<file path="src/rtl/video_window_crop.sv">
`default_nettype none
// ============================================================================
//  Module   : video_window_crop
//  Purpose  : Counts pixel/line position from raw core syncs, cuts a fixed
//             WIDTH x HEIGHT active window with 1-clk output latency and
//             regenerates clean hblank/vblank for the rotation stage.
//             Optional geometry measurement and lock detection is built
//             when CROP_MEAS_EN is defined; otherwise locked reports 1 one
//             clock after reset release and the measurement outputs are 0.
//  Revision : 1.0  initial release
// ============================================================================
module video_window_crop #(
    parameter int DEPTH   = 8,
    parameter int WIDTH   = 256,
    parameter int HEIGHT  = 224,
    parameter int H_START = 16,
    parameter int V_START = 16,
    parameter int CW      = 12
) (
    input  logic             clk_in,
    input  logic             rst_n,
    input  logic             ce_in,
    input  logic [DEPTH-1:0] video_in,
    input  logic             hsync_in,
    input  logic             vsync_in,
    output logic             ce_out,
    output logic [DEPTH-1:0] video_out,
    output logic             hblank,
    output logic             vblank,
    output logic [CW-1:0]    line_len,
    output logic [CW-1:0]    frame_lines,
    output logic             locked
);

    // Window bounds carry one extra bit so H_START+WIDTH never truncates.
    localparam logic [CW:0]   c_h_lo      = (CW+1)'(H_START);
    localparam logic [CW:0]   c_h_hi      = (CW+1)'(H_START + WIDTH);
    localparam logic [CW:0]   c_v_lo      = (CW+1)'(V_START);
    localparam logic [CW:0]   c_v_hi      = (CW+1)'(V_START + HEIGHT);
    localparam logic [CW-1:0] c_cnt_max   = '1;
    localparam logic [CW-1:0] c_cnt_one   = CW'(1);

    logic          r_hs_d;
    logic          r_vs_d;
    logic          r_frame_valid;
    logic [CW-1:0] r_hcnt;
    logic [CW-1:0] r_vcnt;

    logic          w_hs_rise;
    logic          w_vs_rise;
    logic          w_h_act;
    logic          w_v_act;
    logic [CW-1:0] w_hcnt_inc;
    logic [CW-1:0] w_vcnt_inc;

    assign w_hs_rise  = hsync_in & ~r_hs_d;
    assign w_vs_rise  = vsync_in & ~r_vs_d;

    // Saturating +1 of the pre-update counters; also reused as the measured
    // geometry (count + 1 = number of samples in the line/frame).
    assign w_hcnt_inc = (r_hcnt == c_cnt_max) ? r_hcnt : r_hcnt + c_cnt_one;
    assign w_vcnt_inc = (r_vcnt == c_cnt_max) ? r_vcnt : r_vcnt + c_cnt_one;

    // A saturated counter is never inside the window, even if the window
    // bounds happen to reach the top of the counter range.
    assign w_h_act = ({1'b0, r_hcnt} >= c_h_lo) && ({1'b0, r_hcnt} < c_h_hi) &&
                     (r_hcnt != c_cnt_max);
    // Vertical position is meaningless until a vsync edge has been seen,
    // so no window line is emitted between reset release and that edge.
    assign w_v_act = r_frame_valid &&
                     ({1'b0, r_vcnt} >= c_v_lo) && ({1'b0, r_vcnt} < c_v_hi) &&
                     (r_vcnt != c_cnt_max);

    // ce_out marks the clock on which the output register holds a new sample.
    always_ff @(posedge clk_in or negedge rst_n) begin
        if (!rst_n) begin
            ce_out <= 1'b0;
        end else begin
            ce_out <= ce_in;
        end
    end

    // Sync history and position counters; vs_rise overrides the hs_rise
    // line increment so a coincident hsync/vsync starts at line 0.
    always_ff @(posedge clk_in or negedge rst_n) begin
        if (!rst_n) begin
            r_hs_d        <= 1'b0;
            r_vs_d        <= 1'b0;
            r_hcnt        <= '0;
            r_vcnt        <= '0;
            r_frame_valid <= 1'b0;
        end else if (ce_in) begin
            r_hs_d <= hsync_in;
            r_vs_d <= vsync_in;
            if (w_hs_rise) begin
                r_hcnt <= '0;
            end else begin
                r_hcnt <= w_hcnt_inc;
            end
            if (w_vs_rise) begin
                r_vcnt        <= '0;
                r_frame_valid <= 1'b1;
            end else if (w_hs_rise) begin
                r_vcnt <= w_vcnt_inc;
            end
        end
    end

    // Output register: blanking flags and pixel gated to the window.
    always_ff @(posedge clk_in or negedge rst_n) begin
        if (!rst_n) begin
            hblank    <= 1'b1;
            vblank    <= 1'b1;
            video_out <= '0;
        end else if (ce_in) begin
            hblank    <= ~w_h_act;
            vblank    <= ~w_v_act;
            video_out <= (w_h_act && w_v_act) ? video_in : '0;
        end
    end

`ifdef CROP_MEAS_EN
    typedef enum logic [1:0] {
        ST_UNLOCKED = 2'd0,
        ST_CHECK    = 2'd1,
        ST_LOCKED   = 2'd2
    } lock_state_t;

    lock_state_t   r_state;
    lock_state_t   w_state_next;
    logic          w_latch_ref;
    logic          w_geom_match;
    logic [CW-1:0] w_geom_len;
    logic [CW-1:0] r_line_len;
    logic [CW-1:0] r_frame_lines;
    logic [CW-1:0] r_ref_len;
    logic [CW-1:0] r_ref_lines;

    // Geometry at a vs_rise uses the line length as updated in the same
    // sample, so a coincident hsync contributes the line it just closed.
    assign w_geom_len   = w_hs_rise ? w_hcnt_inc : r_line_len;
    assign w_geom_match = (w_geom_len == r_ref_len) && (w_vcnt_inc == r_ref_lines);

    // Line/frame length capture on sync edges.
    always_ff @(posedge clk_in or negedge rst_n) begin
        if (!rst_n) begin
            r_line_len    <= '0;
            r_frame_lines <= '0;
        end else if (ce_in) begin
            if (w_hs_rise) begin
                r_line_len <= w_hcnt_inc;
            end
            if (w_vs_rise) begin
                r_frame_lines <= w_vcnt_inc;
            end
        end
    end

    // Lock state and reference geometry registers.
    always_ff @(posedge clk_in or negedge rst_n) begin
        if (!rst_n) begin
            r_state     <= ST_UNLOCKED;
            r_ref_len   <= '0;
            r_ref_lines <= '0;
        end else begin
            r_state <= w_state_next;
            if (w_latch_ref) begin
                r_ref_len   <= w_geom_len;
                r_ref_lines <= w_vcnt_inc;
            end
        end
    end

    // Lock transitions, evaluated only on a vs_rise sample.
    always_comb begin
        w_state_next = r_state;
        w_latch_ref  = 1'b0;
        if (ce_in && w_vs_rise) begin
            case (r_state)
                ST_UNLOCKED: begin
                    w_state_next = ST_CHECK;
                    w_latch_ref  = 1'b1;
                end
                ST_CHECK: begin
                    if (w_geom_match) begin
                        w_state_next = ST_LOCKED;
                    end else begin
                        w_latch_ref  = 1'b1;
                    end
                end
                ST_LOCKED: begin
                    if (!w_geom_match) begin
                        w_state_next = ST_UNLOCKED;
                    end
                end
                default: begin
                    w_state_next = ST_UNLOCKED;
                end
            endcase
        end
    end

    assign line_len    = r_line_len;
    assign frame_lines = r_frame_lines;
    assign locked      = (r_state == ST_LOCKED);
`else
    logic r_locked;

    // Without measurement the source is assumed good once out of reset.
    always_ff @(posedge clk_in or negedge rst_n) begin
        if (!rst_n) begin
            r_locked <= 1'b0;
        end else begin
            r_locked <= 1'b1;
        end
    end

    assign line_len    = '0;
    assign frame_lines = '0;
    assign locked      = r_locked;
`endif

endmodule
`default_nettype wire
</file>
<file path="config.mk">
export PLATFORM = sky130hd
export DESIGN_NAME = video_window_crop
export DESIGN_NICKNAME = d
export VERILOG_FILES = /design/src/rtl/video_window_crop.sv
export SDC_FILE = /design/constraint.sdc
export NUM_CORES = 1
export LEC_CHECK = 0
export BUFFER_PORTS_ARGS = -buffer_cell sky130_fd_sc_hd__buf_4
export CORE_AREA = 2 2 66 68
export DETAILED_ROUTE_END_ITERATION = 6
export DIE_AREA = 0 0 68 70
export PLACE_DENSITY_LB_ADDON = 0.25
export RECOVER_POWER = 50
export SLEW_MARGIN = 5
export SYNTH_ARGS = -nofsm -noshare
export SYNTH_HDL_FRONTEND = slang
export SYNTH_SLANG_ARGS = --single-unit
</file>
<file path="constraint.sdc">
create_clock -name clk_in -period 2.1 [get_ports clk_in]
set_input_delay 0.21 -clock clk_in [delete_from_list [all_inputs] [get_ports clk_in]]
set_output_delay 0.21 -clock clk_in [all_outputs]
set_load 0.02 [all_outputs]
</file>
==> impl_metrics.ini <==
[status]
outcome = completed

[grt]
pin_count_of_the_biggest_net_entering_global_routing = 40
global_route_usage_over_all_layers_pct = 19.6
antenna_found_initial = 0
first_global_vias = 1513
overflow = 0
grt_pass1_wl_mm = 7.08

[timing]
timing_hold_violations_final = 0
final.period_utilization_pct = 88.3
max_freq_mhz = 539
grt_setup_unrepaired = false
tns_ns = 0
postLayoutSetupSlackWorst_ns = 0.245
timing.final.crit_period_ns = 1.85
tightest_slew_ns = 0.962
finalClockSkew_ns = 0.00910
hold_ws_ns = 0.139
slew_violations = 0
relSlewSlack_pct = 35.9
setup_viol_count_final = 0

[clocking]
clockBufferDepth = 2
ctsRootBufferMaster = sky130_fd_sc_hd__clkbuf_8
tritoncts_clock_tree = built
clk_latency_ns = 0.30
cts-hold-fix-buffers = 1
post_cts_resized = 0
postCtsSetupBuffers = 0
h-tree-depth = 2
cts_bufs_inserted = 5
clkTransAtPathRegs_ns = 0.08
clock_sinks = 39

[min_path]
hold_path_startpoint = video_in[4]
min_path_type = in2reg

[worst_setup_path]
rr_worst_depth = 5
r2r_setup_slack_ns = 0.25
worstSetupStartpoint = r_hcnt[0]
rr_startpoint = r_hcnt[0]
r2r-end = r_hcnt[0]
cpMaxStageDelayCell = sky130_fd_sc_hd__or4_4
critical_path_arrival_ns = 2.04
critical_path_required_ns = 2.29
crit_chain = ha_1 > nand3_1 > or4_4 > nor3b_1 > mux2_2
timing.critical_path.fanout_max = 5
critPathMaxStageDelay_ns = 0.53
cp-endpoint = r_hcnt[0]
worstSetupPathType = reg2reg
timing.critical_path.from_type = register
setup.worst_path.end_class = register

[cells_and_area]
post_route_cells_drive_above_1_share_pct = 17.0
finalCoreUtilization_pct = 58.3
insertedDiodeCount = 0
fin_cells = 305
areaGrowthSynthToFinish_pct = 12.9
fin_nets = 269

[floorplan]
boundaryPins = 49
floorplan_die_height_um = 70
floorplan.die.width_um = 68
total_die_area_um2 = 4760
initial_cell_density_of_the_core_pct = 51.6
rows = 24
core_area_um2 = 4140

[detailed_routing]
dr.first_iter.drc_count = 143
routed_via_density = 5.43
route.met3.wl_um = 273
m1WireLength_mm = 2.02
met2_length_mm = 1.88
route.vias.total = 1657
wl_per_cell_um = 13.9
totalWireLength_mm = 4.23
final_antenna_net_count = 0
top_signal_layer_used = met4
detailedRoute.firstPassIterationCount = 4
post-route-drc-count = 0

[synth]
synth.ff_latch_count = 39
netlist_area_um2 = 2140
number_of_distinct_library_cells_after_synthesis = 45
post_synth.cell_area_avg_um2 = 9.64
postSynthCellCount = 222
yosys_warnings = 0
number_of_enable_flip_flop_cells_after_synthesis = 0
synth_ff_type = sky130_fd_sc_hd__dfrtp_1
ys_seq_area_share_pct = 45.7
post_synthesis_cell_type_with_the_largest_combined_area = sky130_fd_sc_hd__dfrtp_1
synth.top_cells.by_area = sky130_fd_sc_hd__dfrtp_1 (43%), sky130_fd_sc_hd__buf_4 (8.4%), sky130_fd_sc_hd__o2bb2ai_1 (2.9%)
synthArstFlopShare_pct = 100
share_of_the_synthesized_area_in_the_top_cell_type_pct = 43.3

[placement]
numPlacedInstances = 296
place_congestion = 0.836
post-dp-hpwl_mm = 2.99
io_buffer_count = 24
place_ws_ns = 0.279

[job]
maxCapViolCount = 0

[pwr]
vdd_drop_max_mv = 0.349
total_leakage_power_nw = 1.13
pwr_density_cell_nw_per_um2 = 701
## layer usage
layer / up-vias / track usage (%)
li1: 818 / -
met1: 785 / 28.1
met2: 48 / 28.2
met3: 6 / 6.44
met4: 0 / 5.78
met5: - / 0
## state kept, by name, indices dropped and copies added (netlist names)
register / flops
r_hcnt: 12
r_vcnt: 12
video_out: 8
ce_out: 1
hblank: 1
locked: 1
r_frame_valid: 1
r_hs_d: 1
r_vs_d: 1
vblank: 1
## power breakdown
group	switching (mW)	internal, mW
combinational	0.128	0.0687
clock	0.272	0.385
sequential	0.0485	0.792
total	0.448	1.25
## cells by family after synthesis
group	count (synthesis)	share of synthesized area, %
buf+inv	45	12.1
mux	4	2.05
simple gates	76	21.2
other cells	2	0.351
xor+xnor	4	1.64
flops	39	45.7
compound gates	48	14.6
fa+ha+maj	4	2.34
## worst min path at each step
stage / cells past startpoint / to
finish: 3 / video_out[4]
global route: 3 / video_out[3]
CTS: 3 / video_out[4]
detailed placement: 1 / r_vcnt[2]
global placement: 1 / r_vcnt[2]
floorplan: 0 / ce_out
## area by class of cell
cell class / count / area [µm²]
sequential: 39 / 978
inverter: 17 / 63.8
multi-input combinational: 161 / 988
fill: 385 / 1730
tap: 52 / 65.1
timing repair buffer: 28 / 203
clock inverter: 2 / 35.0
clock buffer: 6 / 82.6
## synthesized netlist by cell type (all sizes together) (2+ instances only)
library cell / n
xnor2: 2
buf: 24
mux2: 3
a211oi: 2
and3b: 2
nand4b: 2
xor2: 2
nor4: 6
inv: 16
and4: 6
o31ai: 2
clkbuf: 4
nand3: 10
o2bb2ai: 7
nand2b: 3
or3: 3
ha: 4
nand4: 6
dfstp: 2
o21ai: 11
and3: 4
a31oi: 8
nor3: 7
nand3b: 3
dfrtp: 37
o22ai: 2
conb: 2
nor2: 12
a21oi: 10
nand2: 8
## worst max-delay path: cells and delay by family, from the launching register on
| kind | cells | cell delay [ns] |
|---|---|---|
| AND/OR/NAND/NOR | 3 | 0.86 |
| flip-flops | 1 | 0.40 |
| adder cells (fa/ha/maj) | 1 | 0.23 |
| multiplexers | 1 | 0.26 |
## through the flow
step / area (µm²) / total power, mW
6_report: 2420 / 1.69
5_1_grt: 2420 / 1.78
4_1_cts: 2430 / 1.71
3_5_place_dp: 2300 / 1.05
3_3_place_gp: 2300 / 1.05
2_1_floorplan: 2230 / 1.01
## layout by cell type, fill, tap and decap left out, types with 3 or more instances in the layout
cell type | netlist | routed
sky130_fd_sc_hd__nor2_1 | 12 | 12
sky130_fd_sc_hd__o2bb2ai_1 | 7 | 7
sky130_fd_sc_hd__conb_1 | 2 | 25
sky130_fd_sc_hd__inv_1 | 16 | 16
sky130_fd_sc_hd__nand3_1 | 9 | 9
sky130_fd_sc_hd__a31oi_1 | 8 | 8
sky130_fd_sc_hd__nor4_1 | 6 | 6
sky130_fd_sc_hd__nand4_1 | 6 | 6
sky130_fd_sc_hd__or3_1 | 3 | 3
sky130_fd_sc_hd__mux2_2 | 3 | 3
sky130_fd_sc_hd__nand2b_1 | 3 | 3
sky130_fd_sc_hd__ha_1 | 4 | 4
sky130_fd_sc_hd__o21ai_0 | 11 | 11
sky130_fd_sc_hd__a21oi_1 | 10 | 10
sky130_fd_sc_hd__buf_4 | 24 | 24
sky130_fd_sc_hd__and4_1 | 6 | 6
sky130_fd_sc_hd__and3_1 | 4 | 4
sky130_fd_sc_hd__nand2_1 | 8 | 8
sky130_fd_sc_hd__clkbuf_8 | 0 | 6
sky130_fd_sc_hd__nor3_1 | 6 | 6
sky130_fd_sc_hd__dfrtp_1 | 37 | 37
(Power assumes the default switching activity.)
